<file path="src/rtl/spi_segment_mux_controller_if.sv">
// rtl/spi_segment_mux_controller_if.sv - SPI pin and display drive bundle
// Purpose: groups the SPI pins and the display outputs of the segment mux controller.
// Signals:
//   sck, cs_n, mosi   SPI clock, chip select (active low) and data in, from the master side
//   miso, miso_oe     SPI data out and its output enable, from the controller
//   seg[7:0]          segment drive, [6:0]=gfedcba, [7]=dp
//   dig_en            one-hot (or zero) digit enable
//   frame_err         one-clk pulse on an aborted frame
interface spi_segment_mux_controller_if #(
  parameter int NUM_DIGITS = 4
);
  logic                  sck;
  logic                  cs_n;
  logic                  mosi;
  logic                  miso;
  logic                  miso_oe;
  logic [7:0]            seg;
  logic [NUM_DIGITS-1:0] dig_en;
  logic                  frame_err;

  modport master (
    output sck, cs_n, mosi,
    input  miso, miso_oe, seg, dig_en, frame_err
  );

  modport slave (
    input  sck, cs_n, mosi,
    output miso, miso_oe, seg, dig_en, frame_err
  );
endinterface

</file>
<file path="src/rtl/spi_segment_mux_controller.sv">
// rtl/spi_segment_mux_controller.sv - SPI-slave controlled multiplexed 7-segment driver
// Purpose: 16-bit SPI frames write/read digit registers and CTRL; a scan engine
//   time-multiplexes the digits with a 16-step brightness PWM and optional hex decode.
// Ports:
//   clk   system clock (rising edge)
//   rst   synchronous active-high reset
//   bus   slave modport: sck/cs_n/mosi in; miso/miso_oe/seg/dig_en/frame_err out
module spi_segment_mux_controller #(
  parameter int NUM_DIGITS = 4,
  parameter int SCAN_DIV   = 1024,
  parameter bit CPOL       = 1'b0
) (
  input  logic                        clk,
  input  logic                        rst,
  spi_segment_mux_controller_if.slave bus
);
  localparam int PRE = SCAN_DIV / 16;
  localparam int PW  = (PRE > 1) ? $clog2(PRE) : 1;
  localparam int IW  = (NUM_DIGITS > 1) ? $clog2(NUM_DIGITS) : 1;

  localparam logic [1:0] S_IDLE   = 2'd0;
  localparam logic [1:0] S_SHIFT  = 2'd1;
  localparam logic [1:0] S_COMMIT = 2'd2;
  localparam logic [6:0] CTRL_ADDR = 7'h10;

  // Synchronisers plus one delayed copy for edge detection.
  logic [1:0] sck_sync, cs_sync, mosi_sync;
  logic       sck_q, cs_q;
  logic       sck_s, cs_s, mosi_s;
  logic       sck_lead, sck_trail, cs_fall, cs_rise;

  always_ff @(posedge clk) begin
    if (rst) begin
      sck_sync  <= {2{CPOL}};
      cs_sync   <= 2'b11;
      mosi_sync <= 2'b00;
      sck_q     <= CPOL;
      cs_q      <= 1'b1;
    end else begin
      sck_sync  <= {sck_sync[0], bus.sck};
      cs_sync   <= {cs_sync[0], bus.cs_n};
      mosi_sync <= {mosi_sync[0], bus.mosi};
      sck_q     <= sck_sync[1];
      cs_q      <= cs_sync[1];
    end
  end

  assign sck_s     = sck_sync[1];
  assign cs_s      = cs_sync[1];
  assign mosi_s    = mosi_sync[1];
  // Leading edge leaves the idle level, trailing edge returns to it.
  assign sck_lead  = (sck_s != sck_q) && (sck_s != CPOL);
  assign sck_trail = (sck_s != sck_q) && (sck_s == CPOL);
  assign cs_fall   = cs_q && !cs_s;
  assign cs_rise   = !cs_q && cs_s;

  logic [7:0]  digit_reg [NUM_DIGITS];
  logic [7:0]  ctrl;
  logic [1:0]  state;
  logic [4:0]  bit_cnt;
  logic [15:0] shreg;
  logic [15:0] sh_next;
  logic [7:0]  tx;
  logic [7:0]  rd_data;
  logic        miso_r, miso_oe_r, frame_err_r;

  assign sh_next = {shreg[14:0], mosi_s};

  // Read data for the address formed once the 8th bit lands in sh_next[6:0].
  always_comb begin
    rd_data = 8'h00;
    if (sh_next[6:0] == CTRL_ADDR)
      rd_data = ctrl;
    else if (int'(sh_next[6:0]) < NUM_DIGITS)
      rd_data = digit_reg[sh_next[IW-1:0]];
  end

  always_ff @(posedge clk) begin
    if (rst) begin
      state       <= S_IDLE;
      bit_cnt     <= '0;
      shreg       <= '0;
      tx          <= '0;
      miso_r      <= 1'b0;
      miso_oe_r   <= 1'b0;
      frame_err_r <= 1'b0;
      ctrl        <= '0;
      for (int i = 0; i < NUM_DIGITS; i++) digit_reg[i] <= '0;
    end else begin
      frame_err_r <= 1'b0;
      case (state)
        S_IDLE: begin
          if (cs_fall) begin
            bit_cnt   <= '0;
            shreg     <= '0;
            tx        <= '0;
            miso_r    <= 1'b0;
            miso_oe_r <= 1'b1;
            state     <= S_SHIFT;
          end
        end
        S_SHIFT: begin
          if (cs_rise) begin
            miso_oe_r <= 1'b0;
            miso_r    <= 1'b0;
            state     <= S_COMMIT;
          end else if (sck_lead) begin
            shreg <= sh_next;
            if (bit_cnt != 5'd17) bit_cnt <= bit_cnt + 5'd1;
            // Eighth bit: R/W and ADDR are complete, latch the read value.
            if (bit_cnt == 5'd7) tx <= sh_next[7] ? rd_data : 8'h00;
          end else if (sck_trail) begin
            if (bit_cnt >= 5'd8 && bit_cnt <= 5'd15) begin
              miso_r <= tx[7];
              tx     <= {tx[6:0], 1'b0};
            end else begin
              miso_r <= 1'b0;
            end
          end
        end
        S_COMMIT: begin
          state <= S_IDLE;
          if (bit_cnt == 5'd16) begin
            if (!shreg[15]) begin
              if (shreg[14:8] == CTRL_ADDR)
                ctrl <= shreg[7:0];
              else if (int'(shreg[14:8]) < NUM_DIGITS)
                digit_reg[shreg[8 +: IW]] <= shreg[7:0];
            end
          end else begin
            frame_err_r <= 1'b1;
          end
        end
        default: state <= S_IDLE;
      endcase
    end
  end

  // Scan engine: prescaler gives the PWM phase, phase wrap advances the digit.
  logic [PW-1:0]         pre_cnt;
  logic [3:0]            phase;
  logic [IW-1:0]         idx;
  logic [7:0]            cur;
  logic [6:0]            font;
  logic [7:0]            pattern;
  logic                  lit;
  logic [7:0]            seg_r;
  logic [NUM_DIGITS-1:0] dig_en_r;

  always_ff @(posedge clk) begin
    if (rst) begin
      pre_cnt <= '0;
      phase   <= '0;
      idx     <= '0;
    end else if (pre_cnt == PW'(PRE - 1)) begin
      pre_cnt <= '0;
      phase   <= phase + 4'd1;
      if (phase == 4'd15)
        idx <= (idx == IW'(NUM_DIGITS - 1)) ? '0 : idx + 1'b1;
    end else begin
      pre_cnt <= pre_cnt + 1'b1;
    end
  end

  always_comb begin
    cur = digit_reg[idx];
    case (cur[3:0])
      4'h0: font = 7'h3F;  4'h1: font = 7'h06;  4'h2: font = 7'h5B;  4'h3: font = 7'h4F;
      4'h4: font = 7'h66;  4'h5: font = 7'h6D;  4'h6: font = 7'h7D;  4'h7: font = 7'h07;
      4'h8: font = 7'h7F;  4'h9: font = 7'h6F;  4'hA: font = 7'h77;  4'hB: font = 7'h7C;
      4'hC: font = 7'h39;  4'hD: font = 7'h5E;  4'hE: font = 7'h79;  default: font = 7'h71;
    endcase
    pattern = ctrl[1] ? {cur[7], font} : cur;
    lit     = ctrl[0] && (phase <= ctrl[7:4]);
  end

  always_ff @(posedge clk) begin
    if (rst) begin
      seg_r    <= '0;
      dig_en_r <= '0;
    end else begin
      seg_r    <= lit ? pattern : 8'h00;
      dig_en_r <= lit ? (NUM_DIGITS'(1) << idx) : '0;
    end
  end

  assign bus.seg       = seg_r;
  assign bus.dig_en    = dig_en_r;
  assign bus.miso      = miso_r;
  assign bus.miso_oe   = miso_oe_r;
  assign bus.frame_err = frame_err_r;
endmodule

</file>
<file path="src/flat_wrapper.sv">
// flat-port wrapper written by rule: the top's interface ports become plain ports
module spi_segment_mux_controller_flat 
#(
  parameter int NUM_DIGITS = 4,
  parameter int SCAN_DIV   = 1024,
  parameter bit CPOL       = 1'b0
)
  (clk, rst, bus_sck, bus_cs_n, bus_mosi, bus_miso, bus_miso_oe, bus_seg, bus_dig_en, bus_frame_err);
  spi_segment_mux_controller_if #(.NUM_DIGITS(NUM_DIGITS)) bus_i ();
  input  logic clk;
  input  logic rst;
  input wire logic [$bits(bus_i.sck)-1:0] bus_sck;
  input wire logic [$bits(bus_i.cs_n)-1:0] bus_cs_n;
  input wire logic [$bits(bus_i.mosi)-1:0] bus_mosi;
  output wire logic [$bits(bus_i.miso)-1:0] bus_miso;
  output wire logic [$bits(bus_i.miso_oe)-1:0] bus_miso_oe;
  output wire logic [$bits(bus_i.seg)-1:0] bus_seg;
  output wire logic [$bits(bus_i.dig_en)-1:0] bus_dig_en;
  output wire logic [$bits(bus_i.frame_err)-1:0] bus_frame_err;
  assign bus_i.sck = bus_sck;
  assign bus_i.cs_n = bus_cs_n;
  assign bus_i.mosi = bus_mosi;
  assign bus_miso = bus_i.miso;
  assign bus_miso_oe = bus_i.miso_oe;
  assign bus_seg = bus_i.seg;
  assign bus_dig_en = bus_i.dig_en;
  assign bus_frame_err = bus_i.frame_err;
  spi_segment_mux_controller #(.NUM_DIGITS(NUM_DIGITS), .SCAN_DIV(SCAN_DIV), .CPOL(CPOL)) u_core (.clk(clk), .rst(rst), .bus(bus_i));
endmodule
</file>
<file path="config.mk">
export PLATFORM = sky130hd
export DESIGN_NAME = spi_segment_mux_controller_flat
export DESIGN_NICKNAME = d
export VERILOG_FILES = /design/src/rtl/spi_segment_mux_controller_if.sv /design/src/rtl/spi_segment_mux_controller.sv /design/src/flat_wrapper.sv
export SDC_FILE = /design/constraint.sdc
export NUM_CORES = 1
export LEC_CHECK = 0
export ABC_CLOCK_PERIOD_IN_PS = 4800
export BUFFER_PORTS_ARGS = -buffer_cell sky130_fd_sc_hd__buf_2
export CAP_MARGIN = 25
export CORE_ASPECT_RATIO = 1.25
export CORE_MARGIN = 2
export CORE_UTILIZATION = 49
export CTS_CLUSTER_DIAMETER = 30
export DETAILED_ROUTE_END_ITERATION = 16
export PLACE_DENSITY = 0.66
export SLEW_MARGIN = 10
export SYNTH_ARGS = -nofsm -noshare
export SYNTH_HDL_FRONTEND = slang
export SYNTH_SLANG_ARGS = --single-unit
</file>
<file path="constraint.sdc">
create_clock -name clk -period 4.8 [get_ports clk]
set_clock_uncertainty 0.1 [all_clocks]
set_input_delay 0.72 -clock clk [delete_from_list [all_inputs] [get_ports clk]]
set_output_delay 0.72 -clock clk [all_outputs]
set_load 0.05 [all_outputs]
</file>
**After elaboration in Yosys (flattened, before gate mapping)**

Memories as Yosys holds them, arrays and structs flattened. A register that Yosys moved wholly into a read port is not among the register bits.
Index checks and enable logic that the tools add are counted.

- Output and inout bits: 15
- Bits in read-only memories: 112
- Bits of input ports: 5
- Memory bits (writable): 32
- Register bits: 74
- Memories: 2

Memories:

| name | words | bits a word | read ports | clocked after Yosys merged registers in | write ports | RTL line | source |
|---|---|---|---|---|---|---|---|
| (name not given) | 16 | 7 | 1 | 0 | 0 | spi_segment_mux_controller.sv:167 | `case (cur[3:0])` |
| u_core.digit_reg | 4 | 8 | 2 | 1 | 4 | spi_segment_mux_controller.sv:57 | `logic [7:0] digit_reg [NUM_DIGITS];` |

- Shift operators: 1
- Equal/unequal tests: 21
- Reductions and logical operators: 22
- Add/sub/neg operators: 4
- Muxes and demuxes: 48
- Bitwise gates (word level): 4
- Magnitude comparators: 5

Operators with widths:

| operator | number |
|---|---|
| 8-bit 2-to-1 mux | 10 |
| 16-bit 2-to-1 mux | 3 |
| 16-bit one-hot mux with 2 select lines | 1 |
| 5-bit 2-to-1 mux | 4 |
| 1-bit 2-to-1 mux | 18 |
| 8-bit one-hot mux with 2 select lines | 1 |
| 7-bit by 5-bit == test with 1-bit output (second input constant) | 2 |
| 7-bit by 3-bit less-than comparator with 1-bit output (second input constant) | 2 |
| 2-bit 2-to-1 mux | 6 |
| 4-bit AND reduction | 3 |
| 5-bit one-hot mux with 2 select lines | 1 |
| 3-bit by 1-bit != test with 1-bit output (second input constant) | 3 |
| 2-bit by 1-bit != test with 1-bit output (second input constant) | 4 |
| 8-bit OR reduction | 1 |
| 7-bit 2-to-1 mux | 1 |
| 6-bit by 1-bit adder with 6-bit output (second input constant) | 1 |
| 6-bit == test (second input constant) | 1 |
| 1-bit logical AND | 6 |
| 3-bit != test (second input constant) | 2 |
| 6-bit AND reduction | 1 |
| 2-bit OR reduction | 3 |
| 5-bit by 1-bit adder with 5-bit output (second input constant) | 1 |
| 5-bit by 3-bit == test with 1-bit output (second input constant) | 1 |
| 5-bit == test (second input constant) | 1 |
| 21 further kinds | 28 |

**Logic depth before layout (Yosys ltp)**

- Depth after elaboration: 10
- Mapped depth: 8

**Worst setup path after synthesis**

OpenSTA, ideal clock, no wires.

- Path kind: reg-to-reg
- From: register with a tool-made name
- To: register u_core.seg_r[0], in the netlist u_core.bus.seg[0]
- Required time: 4.576 ns
- Clock period less this slack: 2.165 ns
- Buffers on the path: 1
- Cell stages (with the launch flop): 9
- Arrival time: 1.942 ns
- Slack: 2.635 ns
- Library setup time: 0.124 ns
- Cells stage by stage: dfxtp_1 > buf_6 > mux4_2 > inv_1 > ha_1 > nand2b_4 > and3_4 > a222oi_1 > nor2_1

RTL lines:

| item | RTL line | source |
|---|---|---|
| end signal, assigned | spi_segment_mux_controller.sv:182 | `seg_r <= lit ? pattern : 8'h00;` |
| end, declared | spi_segment_mux_controller.sv:147 | `logic [7:0] seg_r;` |

==> results list <==
* Status: finished, final reports clean
* Die X: 94.8 um
* Clock Pin Slew Worst Setup and Hold Paths: ~0.07 ns
* Lkg Pwr: about 2.2 nW
* Data required time of the worst path: 4.74 ns
* Fin Setup TNS: 0 ns
* IO Port Bufs: 19
- The signal on the critical path passes through nor4b_1 -> nand3_1 -> nor3_2 -> nor3b_2 -> or2_2.
- Number of design rule violations left after detail routing: 0
- Summing every instance area after synthesis gives around 5100 um2.
* Total count of hold-check failures in the final report: 0
* Clock Root Buffer: sky130_fd_sc_hd__clkbuf_16
- Minimum clock period after layout: 2.88 ns
* Quantity of gates resized following cts: 0
- The number of nets handed over by synthesis was 476.
- HPWL after detailed placement: slightly below 7000 um
- Share of synthesized area occupied by flip-flops and latches: 0.491
- Among all flip-flop cells after synthesis, the most frequent one is sky130_fd_sc_hd__dfxtp_1.
* ANT cells: 0
- The routed design has a little under 10000 um of wire.
- For this run, the post-layout net count is 484.
* Count of boundary I/O pins: 20
- Of the cells placed in the final design, the portion with a size suffix greater than 1 is 0.148.
- Synth Warn #: 0
* CTS H-tree lvls: 3
* Pin slew with the least headroom to its limit: 0.869 ns
* Post-CTS Repair Setup Buffers: 0
- Top library cells by usage in the layout, fill and taps aside: sky130_fd_sc_hd__dfxtp_1 (76), sky130_fd_sc_hd__nor2_1 (50), sky130_fd_sc_hd__edfxtp_1 (32)
- Worst skew pair latency: 0.35 ns
- Initial antenna violation count: 0
- Type of element launching the critical path: flip-flop
* Cell variety after synth: 63
* Number of detailed-routing iterations run before antenna repair: 6
- Post-synth EDFFs: 32
* Hold buffer count at CTS: 0
* Placeable Area: 10100 um2
- Initial standard-cell utilization of the core: 0.503
- Counting the fill cells in the layout gives 893.
- Setup Viol. Count Final: 0
- Critical Path Fanout Max: 18
- On the worst path, the slowest cell contributes a delay of 0.68 ns.
- Max-slew violations: 0
* Global-route total usage across every layer: 0.189
- Final standard cell count with taps included and fillers excluded: 596
- The via count of the first global-routing pass is 3275.
- GPL Wtd Cong: around 0.78
- Critical path class: reg -> reg
- The clock passes through at most 2 buffers.
- Using the TritonRoute via totals, the vias-per-cell ratio works out to between 5 and 6.
- Iteration-0 DRC Markers: about 160
- Std-Cell Rows: 41
- Maximum number of pins on one net before global-route repair: 49
- The count of nets left with antenna violations once routing finished came out at 0.
* Pre-CTS setup slack: 1.94 ns
* Overall overflow remaining after global route: 0
* Number of buffers created by CTS: 9
- Path class of the lowest-slack min-delay path: reg -> reg
* Die area: 11100 um2
* Max-cap check violation count: 0
* Worst hold margin: between 0.3 and 0.4 ns
- Sequential cell area: 2480 um2
- At the worst endpoint, the arrival time is 2.83 ns.
- Setup repair after global routing left no endpoint under its margin.
* Vias: 3357
- Area Growth Syn to Fin: 8.79%
- Multi-input logic area: 2390 um2
* Number of cells produced by synthesis: 454
- Dividing the final minimum period by the clock period gives 0.601.
- Flip-flop count of the largest register after layout: 32
- Power density normalized to cell area: 328 nW/um2
- In the final routed layout, each cell accounts on average for 16.4 um.
- The first global-routing pass estimated 16300 um of wire.
- Post-synthesis async set-or-reset flop share: 0
- Die outline height: roughly 120 um
- The design draws 1.80 mW.
- Final worst setup slack: 1.92 ns
* Cell Count Post-Placement: 580
- STA classifies the critical path endpoint as a flip-flop.
* # clock sinks: 108
- Register bit total from synthesis: between 100 and 150
* Worst slew margin relative to its limit: 0.418
- Slowest-stage cell, CP: sky130_fd_sc_hd__nor3_2
- Leaving out fill and tap cells, the most frequent cell in the layout is sky130_fd_sc_hd__dfxtp_1.
- Post-synthesis average cell area: ~11 um2
* IR Drop Worst-Case VDD: 0.176 mV
- Maximum operating frequency: 0.347 GHz
- TritonCTS built the clock tree.
==> cell type report <==
class / count / area share
clock buffer: 13 / 0.0476
tap: 129 / 0.0294
inverter: 14 / 0.00956
sequential: 108 / 0.451
clock inverter: 3 / 0.00796
multi-input combinational: 309 / 0.435
timing repair buffer: 20 / 0.0187
==> worst max-delay path: cells and delay by family (launching register included) <==
kind	cells	cell delay [ns]
and+or+nand+nor	5	1.92
DFF	1	0.56
==> report_power, final <==
| group | switching (mW) | leakage, nW | internal [mW] | total, mW |
|---|---|---|---|---|
| Clock | 0.324 | 0.149 | 0.438 | 0.763 |
| Combinational | 0.0461 | 1.09 | 0.0301 | 0.0763 |
| Sequential | 0.0119 | 0.945 | 0.953 | 0.965 |
==> stage by stage <==
step | utilization | area (um2)
after global placement | 0.517 | 5190
after floorplan | - | 5050
after CTS | 0.547 | 5500
after detailed placement | 0.517 | 5190
after global routing | 0.547 | 5500
final | 0.547 | 5500
==> worst paths after layout <==
| path | start | endpoint | slack, ns | depth (start not counted) |
|---|---|---|---|---|
| hold reg to reg | u_core.cs_sync[0] | u_core.cs_sync[1] | 0.32 | 1 |
| setup / recovery | u_core.state[1] | u_core.digit_reg[2][0] | 1.92 | 5 |
| setup reg to reg | u_core.state[1] | u_core.digit_reg[2][0] | 1.92 | 5 |
| hold / removal | u_core.cs_sync[0] | u_core.cs_sync[1] | 0.32 | 1 |
==> per-layer routing <==
layer  global-route usage  wire [um]  up-vias
met5                    0          0        -
met4               0.0697        246        0
met3               0.0493        318       18
met2                0.302       4720       53
met1                0.244       4480     1629
li1                     -          -     1657
==> synth_stat cells, types with 5 or more instances <==
master,instances,area share
sky130_fd_sc_hd__edfxtp_1,32,0.19
sky130_fd_sc_hd__ha_1,17,0.042
sky130_fd_sc_hd__mux2i_1,30,0.059
sky130_fd_sc_hd__and3_1,12,0.015
sky130_fd_sc_hd__nand3_1,8,0.0079
sky130_fd_sc_hd__dfxtp_1,76,0.30
sky130_fd_sc_hd__nor2_1,50,0.037
sky130_fd_sc_hd__xnor2_1,5,0.0087
sky130_fd_sc_hd__mux4_2,14,0.062
sky130_fd_sc_hd__clkbuf_1,12,0.0089
sky130_fd_sc_hd__nor3_1,8,0.0079
sky130_fd_sc_hd__a21oi_1,20,0.020
sky130_fd_sc_hd__a22o_1,7,0.012
sky130_fd_sc_hd__and2_1,29,0.036
sky130_fd_sc_hd__or2_2,5,0.0062
sky130_fd_sc_hd__inv_1,14,0.010
sky130_fd_sc_hd__o2bb2ai_1,7,0.012
sky130_fd_sc_hd__o21ai_0,6,0.0059
sky130_fd_sc_hd__a211oi_1,5,0.0074
sky130_fd_sc_hd__nand2_1,14,0.010
sky130_fd_sc_hd__nor2b_1,10,0.012
==> cells by family after synthesis <==
kind of cell | synth area share
xor+xnor | 0.0156
buf+inv | 0.0351
mux | 0.134
fa+ha+maj | 0.0421
compound gates | 0.0901
simple gates | 0.192
flops | 0.491
Power figures use the tool's default switching activity.
